### src/rtl/motor_ramp_scheduler.sv
`default_nettype none
// ============================================================================
// Module      : motor_ramp_scheduler
// Description : Avalon-MM write master for the 6-motor PWM slave register map
//               (addr 0-5 = {dir, on} per motor, addr 8-13 = duty per motor).
//               The host posts a target direction/duty per motor. On every
//               ramp tick each motor's applied duty is slewed toward its target
//               by at most RAMP_STEP. A direction change first ramps the duty
//               to 0, then writes the new direction, then ramps up again.
//
// Ports       : clk, reset              clock, async active-high reset
//               tgt_valid/idx/dir/duty  host target update (idx 6-7 ignored)
//               tgt_ack                 pulse the cycle after an accepted update
//               avs_chipselect/write    one-cycle write strobe to the slave
//               avs_addr/avs_writedata  write address/data, 0 when not writing
//               busy                    scheduler outside IDLE
//               wdog_trip               host-silence watchdog tripped
//
// Options     : `define MOTOR_WATCHDOG_EN enables the host-silence watchdog.
//               Without it wdog_trip is tied low and WDOG_TICKS is only
//               range-checked.
//
// Revision    : 1.0 - initial release
// ============================================================================
module motor_ramp_scheduler #(
    parameter int DUTY_W     = 8,
    parameter int RAMP_DIV   = 50000,
    parameter int RAMP_STEP  = 4,
    parameter int WDOG_TICKS = 100
) (
    input  logic              clk,
    input  logic              reset,
    input  logic              tgt_valid,
    input  logic [2:0]        tgt_idx,
    input  logic [1:0]        tgt_dir,
    input  logic [DUTY_W-1:0] tgt_duty,
    output logic              tgt_ack,
    output logic              avs_chipselect,
    output logic              avs_write,
    output logic [3:0]        avs_addr,
    output logic [31:0]       avs_writedata,
    output logic              busy,
    output logic              wdog_trip
);

    // ------------------------------------------------------------------------
    // Constants
    // ------------------------------------------------------------------------
    localparam logic [2:0] c_st_init    = 3'd0;
    localparam logic [2:0] c_st_idle    = 3'd1;
    localparam logic [2:0] c_st_eval    = 3'd2;
    localparam logic [2:0] c_st_wr_dir  = 3'd3;
    localparam logic [2:0] c_st_wr_duty = 3'd4;

    localparam int                 c_tick_w   = $clog2(RAMP_DIV);
    localparam logic [c_tick_w-1:0] c_tick_max = c_tick_w'(RAMP_DIV - 1);
    localparam logic [DUTY_W-1:0]  c_step     = DUTY_W'(RAMP_STEP);
    localparam logic [2:0]         c_last_mtr = 3'd5;
    localparam logic [3:0]         c_init_end = 4'd11;

    // Elaboration-time parameter sanity check
    generate
        if (RAMP_DIV < 32 || RAMP_STEP < 1 || WDOG_TICKS < 1 || DUTY_W > 31) begin : g_param_check
            $error("motor_ramp_scheduler: illegal parameter value");
        end
    endgenerate

    // ------------------------------------------------------------------------
    // Declarations
    // ------------------------------------------------------------------------
    logic [2:0]          r_state, w_state_nxt;
    logic [2:0]          r_idx, w_idx_nxt;
    logic [3:0]          r_init_cnt, w_init_cnt_nxt;

    logic [1:0]          r_cur_dir  [6];
    logic [DUTY_W-1:0]   r_cur_duty [6];
    logic [1:0]          r_tgt_dir  [6];
    logic [DUTY_W-1:0]   r_tgt_duty [6];

    logic [c_tick_w-1:0] r_tick_cnt;
    logic                w_tick;
    logic                r_pending;
    logic                w_pend_clr;

    logic                w_accept;
    logic [DUTY_W-1:0]   w_load_duty;
    logic                w_force_zero;

    logic                w_wr;
    logic [3:0]          w_addr;
    logic [31:0]         w_data;
    logic                w_duty_we;
    logic                w_dir_we;
    logic [DUTY_W-1:0]   w_duty_new;
    logic [DUTY_W-1:0]   w_cur;
    logic [DUTY_W-1:0]   w_tgt;
    logic [DUTY_W-1:0]   w_diff;
    logic                w_sweep_last;

    assign w_accept     = tgt_valid && (tgt_idx < 3'd6);
    assign w_tick       = (r_tick_cnt == c_tick_max);
    assign w_cur        = r_cur_duty[r_idx];
    assign w_tgt        = r_tgt_duty[r_idx];
    assign w_sweep_last = (r_idx == c_last_mtr);

    // ------------------------------------------------------------------------
    // Host-silence watchdog
    // ------------------------------------------------------------------------
`ifdef MOTOR_WATCHDOG_EN
    localparam int                  c_wdog_w   = $clog2(WDOG_TICKS + 1);
    localparam logic [c_wdog_w-1:0] c_wdog_lim = c_wdog_w'(WDOG_TICKS - 1);

    logic [c_wdog_w-1:0] r_wdog_cnt;
    logic                r_wdog_trip;

    // An accepted update always wins over a coincident tick, so a trip can
    // never coincide with a target load.
    assign w_force_zero = w_tick && !w_accept && !r_wdog_trip && (r_wdog_cnt == c_wdog_lim);
    // The update that clears a trip still loads duty 0.
    assign w_load_duty  = r_wdog_trip ? '0 : tgt_duty;
    assign wdog_trip    = r_wdog_trip;

    always_ff @(posedge clk or posedge reset) begin
        if (reset) begin
            r_wdog_cnt  <= '0;
            r_wdog_trip <= 1'b0;
        end else if (w_accept) begin
            r_wdog_cnt  <= '0;
            r_wdog_trip <= 1'b0;
        end else if (w_tick && !r_wdog_trip) begin
            r_wdog_cnt  <= r_wdog_cnt + 1'b1;
            r_wdog_trip <= w_force_zero;
        end
    end
`else
    assign w_force_zero = 1'b0;
    assign w_load_duty  = tgt_duty;
    assign wdog_trip    = 1'b0;
`endif

    // ------------------------------------------------------------------------
    // Ramp tick divider and pending-tick latch
    // ------------------------------------------------------------------------
    always_ff @(posedge clk or posedge reset) begin
        if (reset) begin
            r_tick_cnt <= '0;
            r_pending  <= 1'b0;
        end else begin
            r_tick_cnt <= w_tick ? '0 : r_tick_cnt + 1'b1;
            // In IDLE a tick is consumed directly (w_pend_clr is set), so only
            // ticks arriving mid-sweep or during INIT remain pending.
            if (w_pend_clr)
                r_pending <= 1'b0;
            else if (w_tick)
                r_pending <= 1'b1;
        end
    end

    // ------------------------------------------------------------------------
    // Host target registers
    // ------------------------------------------------------------------------
    always_ff @(posedge clk or posedge reset) begin
        if (reset) begin
            for (int i = 0; i < 6; i++) begin
                r_tgt_dir[i]  <= '0;
                r_tgt_duty[i] <= '0;
            end
            tgt_ack <= 1'b0;
        end else begin
            tgt_ack <= w_accept;
            if (w_force_zero) begin
                for (int i = 0; i < 6; i++)
                    r_tgt_duty[i] <= '0;
            end
            if (w_accept) begin
                r_tgt_dir[tgt_idx]  <= tgt_dir;
                r_tgt_duty[tgt_idx] <= w_load_duty;
            end
        end
    end

    // ------------------------------------------------------------------------
    // FSM state and applied per-motor state
    // ------------------------------------------------------------------------
    always_ff @(posedge clk or posedge reset) begin
        if (reset) begin
            r_state    <= c_st_init;
            r_idx      <= '0;
            r_init_cnt <= '0;
            for (int i = 0; i < 6; i++) begin
                r_cur_dir[i]  <= '0;
                r_cur_duty[i] <= '0;
            end
        end else begin
            r_state    <= w_state_nxt;
            r_idx      <= w_idx_nxt;
            r_init_cnt <= w_init_cnt_nxt;
            if (w_duty_we)
                r_cur_duty[r_idx] <= w_duty_new;
            if (w_dir_we)
                r_cur_dir[r_idx]  <= r_tgt_dir[r_idx];
        end
    end

    // ------------------------------------------------------------------------
    // Next-state, sweep evaluation and write request
    // ------------------------------------------------------------------------
    always_comb begin
        w_state_nxt    = r_state;
        w_idx_nxt      = r_idx;
        w_init_cnt_nxt = r_init_cnt;
        w_pend_clr     = 1'b0;
        w_wr           = 1'b0;
        w_addr         = '0;
        w_data         = '0;
        w_duty_we      = 1'b0;
        w_dir_we       = 1'b0;
        w_duty_new     = w_cur;
        w_diff         = '0;

        case (r_state)
            c_st_init: begin
                // Zero dir registers 0..5, then duty registers 8..13.
                w_wr   = 1'b1;
                w_addr = (r_init_cnt < 4'd6) ? r_init_cnt : r_init_cnt + 4'd2;
                if (r_init_cnt == c_init_end) begin
                    w_init_cnt_nxt = '0;
                    w_state_nxt    = c_st_idle;
                end else begin
                    w_init_cnt_nxt = r_init_cnt + 4'd1;
                end
            end

            c_st_idle: begin
                if (w_tick || r_pending) begin
                    w_pend_clr  = 1'b1;
                    w_idx_nxt   = '0;
                    w_state_nxt = c_st_eval;
                end
            end

            c_st_eval: begin
                if (r_tgt_dir[r_idx] != r_cur_dir[r_idx]) begin
                    if (w_cur != '0) begin
                        // Reversal: bring duty to zero before touching dir.
                        w_duty_we   = 1'b1;
                        w_duty_new  = w_cur - ((w_cur > c_step) ? c_step : w_cur);
                        w_state_nxt = c_st_wr_duty;
                    end else begin
                        w_dir_we    = 1'b1;
                        w_state_nxt = c_st_wr_dir;
                    end
                end else if (w_cur < w_tgt) begin
                    w_diff      = w_tgt - w_cur;
                    w_duty_we   = 1'b1;
                    w_duty_new  = w_cur + ((w_diff > c_step) ? c_step : w_diff);
                    w_state_nxt = c_st_wr_duty;
                end else if (w_cur > w_tgt) begin
                    w_diff      = w_cur - w_tgt;
                    w_duty_we   = 1'b1;
                    w_duty_new  = w_cur - ((w_diff > c_step) ? c_step : w_diff);
                    w_state_nxt = c_st_wr_duty;
                end else begin
                    if (w_sweep_last) begin
                        w_state_nxt = c_st_idle;
                    end else begin
                        w_idx_nxt   = r_idx + 3'd1;
                        w_state_nxt = c_st_eval;
                    end
                end
            end

            c_st_wr_dir, c_st_wr_duty: begin
                w_wr = 1'b1;
                if (r_state == c_st_wr_dir) begin
                    w_addr = {1'b0, r_idx};
                    w_data = {30'd0, r_cur_dir[r_idx]};
                end else begin
                    w_addr = {1'b1, r_idx};
                    w_data = {{(32-DUTY_W){1'b0}}, w_cur};
                end
                if (w_sweep_last) begin
                    w_state_nxt = c_st_idle;
                end else begin
                    w_idx_nxt   = r_idx + 3'd1;
                    w_state_nxt = c_st_eval;
                end
            end

            default: begin
                w_state_nxt = c_st_init;
            end
        endcase
    end

    // ------------------------------------------------------------------------
    // Registered bus outputs: the write decided in a state is presented on the
    // bus during the following cycle, so everything drops to 0 the moment
    // reset asserts.
    // ------------------------------------------------------------------------
    always_ff @(posedge clk or posedge reset) begin
        if (reset) begin
            avs_chipselect <= 1'b0;
            avs_write      <= 1'b0;
            avs_addr       <= '0;
            avs_writedata  <= '0;
            busy           <= 1'b0;
        end else begin
            avs_chipselect <= w_wr;
            avs_write      <= w_wr;
            avs_addr       <= w_addr;
            avs_writedata  <= w_data;
            busy           <= (r_state != c_st_idle);
        end
    end

endmodule
`default_nettype wire

### config.mk
export PLATFORM = sky130hd
export DESIGN_NAME = motor_ramp_scheduler
export DESIGN_NICKNAME = d
export VERILOG_FILES = /design/src/rtl/motor_ramp_scheduler.sv
export SDC_FILE = /design/constraint.sdc
export NUM_CORES = 1
export LEC_CHECK = 0
export ABC_AREA = 1
export ABC_CLOCK_PERIOD_IN_PS = 6700
export CAP_MARGIN = 5
export CORE_AREA = 2 2 162 124
export CTS_BUF_LIST = sky130_fd_sc_hd__clkbuf_4 sky130_fd_sc_hd__clkbuf_8
export DETAILED_ROUTE_END_ITERATION = 10
export DIE_AREA = 0 0 164 126
export GPL_ROUTABILITY_DRIVEN = 1
export PLACE_DENSITY = 0.65
export SYNTH_ARGS = -nofsm -noshare
export SYNTH_HDL_FRONTEND = slang
export SYNTH_SLANG_ARGS = --single-unit
### constraint.sdc
create_clock -name clk -period 6.7 [get_ports clk]
set_input_delay 1.34 -clock clk [delete_from_list [all_inputs] [get_ports clk]]
set_output_delay 1.34 -clock clk [all_outputs]
set_load 0.02 [all_outputs]
==> impl_metrics.py, run 1 <==
metrics = {
    "grt": {
        "antenna_found_initial": 0,
        "grt_start_max_net_pins": 111,
        "grt_overflow": 0,
        "grt_pass1_vias": 7484,
        "grt_usage_pct": 24.59,
        "grt_first_pass_wirelength_mm": 39.99,
    },
    "placement": {
        "io_buffers": 31,
        "dp_slack_ns": 0.7459,
        "placed_cell_area_um2": 9899,
        "place.gp.congestion": 0.9558,
        "dp_hpwl_mm": 17.40,
    },
    "routing": {
        "drt-met1-wl_mm": 12.28,
        "vias_per_cell": 5.303,
        "met3_length_mm": 1.656,
        "drt-pass1-iter-count": 5,
        "vias": 8337,
        "dr.max_layer_used": "met4",
        "drc": 0,
        "wl_met2_mm": 9.877,
        "wl_per_cell_um": 15.29,
        "wl_mm": 24.04,
        "antenna_left": 0,
        "drtIter0Drc": 1018,
    },
    "floorplanning": {
        "start_util_pct": 49.34,
        "die_x_um": 164,
        "dieArea_um2": 20660,
        "io_pins": 57,
        "placeableCoreArea_um2": 19100,
        "row_count": 44,
        "die_h_um": 126,
    },
    "power": {
        "power_switching_mw": 0.6623,
        "irDropWorstVdd_mv": 0.1388,
        "power.density_nw_per_um2": 208.3,
        "power_switching_share_pct": 30.88,
        "power.internal_mw": 1.482,
        "clkPwrFrac_pct": 33.6,
        "pwr-share-comb_pct": 16.1,
        "leakage_nw": 5.242,
        "power_frac_seq_pct": 50.3,
    },
    "setup_path": {
        "cp_slowest_stage_delay_ns": 0.61,
        "path_common_cell": "nand2_1",
        "crit_path_start_kind": "flop",
        "crit_buf_inv": 4,
        "critPathMaxFanout": 20,
        "reg2regPathDepth": 27,
        "worst_ep_arrival_time_ns": 6.39,
        "crit_required_ns": 7.05,
        "reg2reg_setup_slack_ns": 0.67,
        "path_class": "reg -> reg",
        "slowest_stage": "inv_1",
        "critPathTopFamily": "simple AND/OR/NAND/NOR gates",
        "worstReg2RegEnd": "r_cur_duty[37]",
        "crit_path_end_kind": "flop",
        "worstReg2RegStart": "r_idx[0]",
    },
    "hold_path": {
        "hold_class": "reg -> reg",
        "whs_path_depth": 1,
        "holdCritStartpoint": "r_tick_cnt[0]",
        "min_to": "r_tick_cnt[0]",
    },
    "synthesis": {
        "synthCells": 1271,
        "ys_seq_area_share_pct": 43.01,
        "synth.top_cell.area_share_pct": 43.01,
        "synth_top_area_cell": "dfrtp_1",
        "synth_ff_type": "dfrtp_1",
        "async_flop_share_pct": 100.0,
        "ys_types": 45,
        "avgSynthCellArea_um2": 7.416,
        "synth_edf_count": 0,
        "synth_area_um2": 9425,
        "ys_warn_count": 0,
        "yosys-top-cells-area": "dfrtp_1, nand2_1, inv_1",
        "ys_ff_latch": 162,
    },
    "sta": {
        "fmax_mhz": 165.8,
        "period_share_pct": 90.03,
        "skew_ns": 0.01714,
        "setup_ws_ns": 0.6677,
        "final-setup-viol-count": 0,
        "period_minus_slack_ns": 6.032,
        "finalMaxSlewViolations": 0,
        "worst_slew_pin_slew_ns": 1.012,
        "final-hold-violation-count": 0,
        "totalNegativeSetupSlack_ns": 0,
        "rsz0062_at_grt": "false",
        "slew_headroom_pct": 32.00,
    },
    "cts": {
        "post_cts_buffers": 0,
        "insertion_delay_ns": 0.47,
        "clk_path_buf_depth": 2,
        "ctsRootBufferMaster": "clkbuf_8",
        "clock-sinks": 162,
        "cts.clk_slew.worst_paths_ns": 0.10,
        "cts_buffers": 17,
        "cts.htree.levels": 4,
        "holdBufCountCts": 0,
        "cts_tree": "yes",
    },
    "cells_and_area": {
        "final_nets": 1361,
        "syn_to_final_growth_pct": 9.239,
        "fin_util_pct": 53.90,
        "fin_area_um2": 10300,
        "insertedDiodeCount": 0,
        "layout-drive-gt1-share_pct": 5.686,
        "regArea_um2": 4054,
        "multi_input_area_um2": 4631,
        "fillCellCount": 1876,
    },
    "run_status": {
        "status": "finished, final reports clean",
    },
    "flow_run": {
        "cap_violations": 0,
    },
}
[cell families after synthesis]
group	count (synthesis)	share of synthesized area, %
other	2	0.07968
flip-flops	162	43.01
buffers and inverters	202	9.239
adder cells (fa/ha/maj)	39	5.496
XOR/XNOR	11	1.022
AO/OA/AOI/OAI	175	10.41
AND/OR/NAND/NOR	680	30.75
[routing by layer]
metal  global-route usage (%)  vias up
met1                    40.11     3943
met4                    4.644        0
met5                        0        -
met2                    33.66      287
li1                         -     4085
met3                    4.710       22
[sequential cells by signal (all words and copies together), names as in the netlist]
name and flops:
r_cur_duty 48, r_idx 3, r_tgt_duty 48, busy 1, r_state 3, r_tick_cnt 16, avs_addr 4, r_cur_dir 12
r_pending 1, avs_write 1, r_init_cnt 4, tgt_ack 1, r_tgt_dir 12, avs_writedata 8
[cell usage after synthesis (3+ instances only)]
cell type	number
a211oi_1	7
a21oi_1	32
a22oi_1	8
buf_2	6
buf_4	28
clkbuf_1	17
dfrtp_1	162
fa_1	4
ha_1	35
inv_1	137
inv_2	14
nand2_1	438
nand2_4	3
nand3_1	99
nand3_2	4
nand3b_1	3
nand4_1	15
nor2_1	90
nor2_4	7
nor3_1	8
nor3_2	5
o21a_1	6
o21ai_0	97
o21ai_1	6
o221ai_1	3
o22ai_1	6
xnor2_1	4
xor2_1	7
[worst max path at each step]
stage	to	slack, ns	depth (start not counted)	startpoint
2_1_floorplan	avs_addr[0]	0.98	1	reset
3_3_place_gp	r_cur_duty[5]	0.81	28	r_idx[0]
3_5_place_dp	r_cur_duty[21]	0.75	28	r_idx[0]
4_1_cts	r_cur_duty[37]	0.69	28	r_idx[0]
5_1_grt	r_cur_duty[14]	0.02	28	r_idx[0]
6_report	r_cur_duty[37]	0.67	27	r_idx[0]
[power by group through the flow]
stage,combinational [mW],clock (mW),sequential [mW]
6_report,0.346,0.720,1.08
5_1_grt,0.397,0.779,1.09
4_1_cts,0.343,0.731,1.08
3_5_place_dp,0.341,0,1.10
3_3_place_gp,0.340,0,1.10
2_1_floorplan,0.264,0,1.09
[stage by stage]
stage / power, mW / cells / hold WS (ns)
2_1_floorplan: 1.355 / 1304 / 0.4320
3_3_place_gp: 1.437 / 1540 / 0.4497
3_5_place_dp: 1.439 / 1540 / 0.4531
4_1_cts: 2.154 / 1572 / 0.4667
5_1_grt: 2.265 / 1572 / 0.4841
6_report: 2.144 / 1572 / 0.4592
[cells in the final DEF, fill, tap and decap left out, types with 3 or more instances in the layout]
cell / instances
a211oi_1: 7
a21oi_1: 32
a22oi_1: 8
buf_4: 3
clkbuf_8: 19
clkdlybuf4s50_1: 31
clkinv_4: 3
conb_1: 35
dfrtp_1: 162
fa_1: 4
ha_1: 35
inv_1: 136
inv_2: 14
inv_6: 3
nand2_1: 438
nand2_4: 3
nand3_1: 99
nand3_2: 4
nand3b_1: 3
nand4_1: 15
nor2_1: 90
nor2_4: 7
nor3_1: 8
nor3_2: 4
o21a_1: 6
o21ai_0: 97
o21ai_1: 6
o221ai_1: 3
o22ai_1: 6
xnor2_1: 4
xor2_1: 7
[timing repair]
| action | CTS | global route |
|---|---|---|
| hold endpoints to repair | 0 | 0 |
| endpoints found under the setup margin | 0 | 5 |
| resized for setup | 0 | 1 |
[layout make-up]
class	count	share of cell area [%]
clock buffers	20	2.613
well taps	253	3.075
flip-flops and latches	162	39.37
inverters	151	5.554
multi-input cells	940	44.98
clock inverters	12	1.179
repair buffers	34	3.232
Power figures use the tool's default switching activity.
==> run 2: changes to the inputs <==
--- a/config.mk
+++ b/config.mk
@@ -8,12 +8,14 @@
 export ABC_AREA = 1
 export ABC_CLOCK_PERIOD_IN_PS = 6700
 export CAP_MARGIN = 5
-export CORE_AREA = 2 2 162 124
+export CELL_PAD_IN_SITES_DETAIL_PLACEMENT = 2
+export CELL_PAD_IN_SITES_GLOBAL_PLACEMENT = 2
+export CORE_AREA = 2 2 190 146
 export CTS_BUF_LIST = sky130_fd_sc_hd__clkbuf_4 sky130_fd_sc_hd__clkbuf_8
 export DETAILED_ROUTE_END_ITERATION = 10
-export DIE_AREA = 0 0 164 126
+export DIE_AREA = 0 0 192 148
 export GPL_ROUTABILITY_DRIVEN = 1
-export PLACE_DENSITY = 0.65
+export PLACE_DENSITY = 0.78
 export SYNTH_ARGS = -nofsm -noshare
 export SYNTH_HDL_FRONTEND = slang
 export SYNTH_SLANG_ARGS = --single-unit
==> impl_metrics.py, run 2 (same netlist as run 1, synthesis figures left out) <==
metrics = {
    "run_status": {
        "status": "finished, final reports clean",
    },
    "sta": {
        "totalNegativeSetupSlack_ns": 0,
        "period_minus_slack_ns": 5.952,
        "fmax_mhz": 168.0,
        "timing.hold.ws_ns": 0.4782,
        "final-setup-viol-count": 0,
        "worst_slew_pin_slew_ns": 1.048,
        "period_share_pct": 88.84,
        "finalMaxSlewViolations": 0,
        "rsz0062_at_grt": "false",
        "slew_headroom_pct": 30.13,
        "skew_ns": 0.01957,
        "final-hold-violation-count": 0,
    },
    "cells_and_area": {
        "fillCellCount": 3129,
        "layout-drive-gt1-share_pct": 6.042,
        "fin_cells": 1675,
        "final_nets": 1370,
        "top_regs": "r_cur_duty x48, r_tgt_duty x48, r_tick_cnt x16",
        "syn_to_final_growth_pct": 10.91,
        "mostFrequentLayoutCell": "nand2_1",
        "insertedDiodeCount": 0,
        "most-common-layout-cells": "nand2_1, dfrtp_1, inv_1, nand3_1, o21ai_0",
        "fin_area_um2": 10450,
    },
    "cts": {
        "cts_tree": "yes",
        "cts_buffers": 17,
        "cts_resized": 0,
        "ctsRootBufferMaster": "clkbuf_8",
        "holdBufCountCts": 0,
        "clk_path_buf_depth": 2,
        "post_cts_buffers": 0,
        "clock-sinks": 162,
        "cts.htree.levels": 4,
        "cts.clk_slew.worst_paths_ns": 0.08,
        "insertion_delay_ns": 0.48,
    },
    "floorplanning": {
        "io_pins": 57,
        "row_count": 52,
        "start_util_pct": 35.51,
        "placeableCoreArea_um2": 26550,
        "die_h_um": 148,
        "die_x_um": 192,
        "dieArea_um2": 28420,
    },
    "power": {
        "leakage_nw": 5.275,
        "power_mw": 2.166,
        "power.density_nw_per_um2": 207.2,
        "irDropWorstVdd_mv": 0.1355,
    },
    "routing": {
        "drc": 0,
        "wl_mm": 32.30,
        "drt-met1-wl_mm": 16.11,
        "wl_per_cell_um": 19.28,
        "vias_per_cell": 5.151,
        "vias": 8628,
        "drt-pass1-iter-count": 5,
        "drtIter0Drc": 423,
        "wl_met2_mm": 14.91,
        "antenna_left": 0,
        "met3_length_mm": 1.023,
        "dr.max_layer_used": "met4",
    },
    "placement": {
        "dp.cells": 1647,
        "placed_cell_area_um2": 10090,
        "io_buffers": 31,
        "dp_hpwl_mm": 23.98,
        "place.gp.congestion": 0.8517,
    },
    "setup_path": {
        "worst_ep_arrival_time_ns": 6.32,
        "critPathMaxFanout": 13,
        "path_class": "reg -> reg",
        "crit_start": "r_idx[0]",
        "slowest_stage": "dfrtp_1",
        "crit_required_ns": 7.07,
        "worstReg2RegStart": "r_idx[0]",
        "crit_path_start_kind": "flop",
        "cp_slowest_stage_delay_ns": 0.62,
        "crit_path_end_kind": "flop",
        "path_common_cell": "nand2_1",
    },
    "grt": {
        "antenna_found_initial": 0,
        "grt_overflow": 0,
        "grt_start_max_net_pins": 111,
        "grt_first_pass_wirelength_mm": 52.74,
        "grt_usage_pct": 24.05,
        "grt_pass1_vias": 9435,
    },
    "flow_run": {
        "cap_violations": 0,
    },
    "hold_path": {
        "hold_class": "reg -> reg",
        "holdCritStartpoint": "r_tick_cnt[0]",
    },
}
## run 2: changes by cell type in the layout (fill, tap and decap cells not counted), moves of 2 or more
| cell | delta |
|---|---|
| inv_6 | -2 |
| clkinv_2 | +2 |
| clkbuf_4 | +2 |
| clkinv_4 | -3 |
| inv_8 | -2 |
| buf_4 | +9 |
## run 2: report_power, final
group / internal (mW) / switching [mW]
sequential: 1.05 / 0.0399
combinational: 0.113 / 0.251
clock: 0.342 / 0.375
## run 2: metrics by stage
step                setup WS (ns)  utilization [%]
finish                     0.7477            39.38
global route              0.05906            39.38
CTS                        0.4247            39.36
detailed placement         0.4921            38.01
global placement           0.7179            38.01
floorplan                  0.9834                -
## run 2: final timing paths
kind | to | slack (ns) | cells after the start
worst min-delay path | r_tick_cnt[0] | 0.48 | 1
worst max-delay path | r_cur_duty[15] | 0.75 | 31
worst max register to register | r_cur_duty[15] | 0.75 | 31
min in group asynchronous | r_tgt_dir[2] | 1.49 | 2
worst min register to register | r_tick_cnt[0] | 0.48 | 1
max in group asynchronous | r_tgt_duty[25] | 3.87 | 3
## run 2: metal layers
layer	up-vias	global-route usage [%]
met5	-	0
met4	0	4.198
met3	20	3.490
met2	122	38.70
met1	4400	34.78
li1	4086	-
## run 2: worst max-delay path: cells and delay by family (launching register included)
kind / cells / cell delay, ns
buffers and inverters: 4 / 1.08
adders and majority gates: 2 / 0.61
and+or+nand+nor: 22 / 2.62
AOI/OAI and AO/OA: 3 / 0.89
DFF: 1 / 0.62
## run 2: layout make-up
type                    instances  area [um2]  share of cell area [%]
clock buffers                  21       270.3                   2.585
clock inverters                 7       87.58                  0.8378
inverters                     151       571.8                   5.470
multi-input cells             940        4631                   44.30
flip-flops and latches        162        4054                   38.78
well taps                     351       439.2                   4.201
repair buffers                 43       400.4                   3.830
==> run 3: changes to the inputs <==
--- a/config.mk
+++ b/config.mk
@@ -15,6 +15,7 @@
 export DETAILED_ROUTE_END_ITERATION = 10
 export DIE_AREA = 0 0 192 148
 export GPL_ROUTABILITY_DRIVEN = 1
+export GPL_TIMING_DRIVEN = 0
 export PLACE_DENSITY = 0.78
 export SYNTH_ARGS = -nofsm -noshare
 export SYNTH_HDL_FRONTEND = slang
==> impl_metrics.py, run 3 (same netlist as run 1, synthesis figures left out) <==
metrics = {
    "routing": {
        "drt-pass1-iter-count": 4,
        "dr.max_layer_used": "met4",
        "drtIter0Drc": 417,
        "drc": 0,
        "wl_met2_mm": 14.79,
        "met3_length_um": 657,
        "vias": 8737,
        "drt-met1-wl_mm": 16.13,
        "antenna_left": 0,
        "wl_per_cell_um": 18.63,
        "vias_per_cell": 5.077,
        "wl_mm": 32.06,
    },
    "floorplanning": {
        "row_count": 52,
        "placeableCoreArea_um2": 26550,
        "dieArea_um2": 28420,
        "start_util_pct": 35.51,
        "die_h_um": 148,
        "io_pins": 57,
        "die_x_um": 192,
    },
    "cts": {
        "clock-sinks": 162,
        "ctsRootBufferMaster": "clkbuf_8",
        "insertion_delay_ns": 0.49,
        "cts.clk_slew.worst_paths_ns": 0.10,
        "cts.htree.levels": 4,
        "cts_buffers": 17,
        "clk_path_buf_depth": 2,
        "cts_tree": "yes",
    },
    "grt": {
        "grt_start_max_net_pins": 126,
        "grt_overflow": 0,
        "grt_pass1_vias": 9408,
        "grt_usage_pct": 23.91,
        "grt_first_pass_wirelength_mm": 52.12,
        "antenna_found_initial": 0,
    },
    "sta": {
        "final-hold-violation-count": 0,
        "finalMaxSlewViolations": 0,
        "skew_ns": 0.02074,
        "period_share_pct": 92.82,
        "final-setup-viol-count": 0,
        "fmax_mhz": 160.8,
        "worst_slew_pin_slew_ns": 1.014,
        "slew_headroom_pct": 31.70,
        "timing.hold.ws_ns": 0.4731,
        "period_minus_slack_ns": 6.219,
    },
    "cells_and_area": {
        "syn_to_final_growth_pct": 14.50,
        "final_nets": 1412,
        "insertedDiodeCount": 0,
        "fin_area_um2": 10790,
        "top_regs": "r_cur_duty x48, r_tgt_duty x48, r_tick_cnt x16",
        "layout-drive-gt1-share_pct": 8.394,
        "mostFrequentLayoutCell": "nand2_1",
        "fillCellCount": 3141,
        "most-common-layout-cells": "nand2_1, dfrtp_1, inv_1, nand3_1, o21ai_0",
    },
    "setup_path": {
        "worst_ep_arrival_time_ns": 6.59,
        "crit_path_start_kind": "flop",
        "crit_required_ns": 7.07,
        "slowest_stage": "dfrtp_1",
        "reg2reg_setup_slack_ns": 0.48,
        "cp_slowest_stage_delay_ns": 0.42,
        "path_common_cell": "nand2_1",
        "path_class": "reg -> reg",
        "critPathMaxFanout": 10,
        "crit_path_end_kind": "flop",
    },
    "placement": {
        "io_buffers": 31,
        "dp_hpwl_mm": 23.97,
        "place.gp.congestion": 0.8064,
        "placed_cell_area_um2": 10330,
    },
    "flow_run": {
        "cap_violations": 0,
    },
    "power": {
        "leakage_nw": 5.453,
        "irDropWorstVdd_mv": 0.1380,
        "power.density_nw_per_um2": 206.6,
    },
    "run_status": {
        "status": "finished, final reports clean",
    },
    "hold_path": {
        "hold_class": "reg -> reg",
    },
}
-- run 3: cell count changes in the layout (fill, tap and decap cells not counted), moves of 2 or more --
cell        change
buf_2           +6
clkinvlp_4      +3
buf_4          +20
clkinv_2        -2
clkbuf_8        +2
clkbuf_1       +14
-- run 3: area by class of cell --
type                    count  area, um2  area share, %
multi-input cells         940       4648          43.07
inverters                 151      578.1          5.357
clock buffers              24      305.3          2.829
clock inverters             8      101.3         0.9391
well taps                 351      439.2          4.070
flip-flops and latches    162       4054          37.57
repair buffers             36      367.9          3.409
plain buffers              49      297.8          2.759
-- run 3: per-layer routing --
metal	track usage, %	vias up
met5	0	-
met4	5.458	0
met3	3.205	25
met2	38.79	83
met1	33.93	4445
li1	-	4184
-- run 3: power by group --
part	switching (mW)	internal, mW
logic	0.254	0.125
clock network	0.389	0.377
registers	0.0386	1.04
total	0.681	1.55
-- run 3: per-stage QoR --
step	cells	TNS [ns]	power (mW)	utilization, %	setup slack [ns]
global placement	1686	-253.58	1.456	38.80	-1.573
CTS	1719	0	2.244	40.48	0.1130
detailed placement	1687	0	1.479	38.93	0.01786
finish	1721	0	2.229	40.65	0.4811
global route	1721	-0.4297	2.353	40.65	-0.06062
floorplan	1304	0	1.355	-	0.9834
-- run 3: critical path: cells and delay by family (launching register included) --
kind	cells	cell delay, ns
and+or+nand+nor	16	2.17
adders and majority gates	2	0.72
DFF	1	0.42
AOI/OAI and AO/OA	6	1.26
buffers and inverters	7	1.51
-- run 3: what timing repair did --
item                                    CTS  global route
hold buffers                              0             0
pin swaps                                 0             1
setup buffers                             0             4
resized for setup                         1             6
endpoints found under the setup margin    1            36
-- run 3: worst paths after layout --
path,cells after the start,startpoint,end
max,31,r_idx[0],r_cur_duty[21]
min,1,r_tick_cnt[15],r_tick_cnt[15]
max reg2reg,31,r_idx[0],r_cur_duty[21]
min reg2reg,1,r_tick_cnt[15],r_tick_cnt[15]
max in group asynchronous,3,reset,r_cur_duty[1]
min in group asynchronous,2,reset,r_tick_cnt[3]
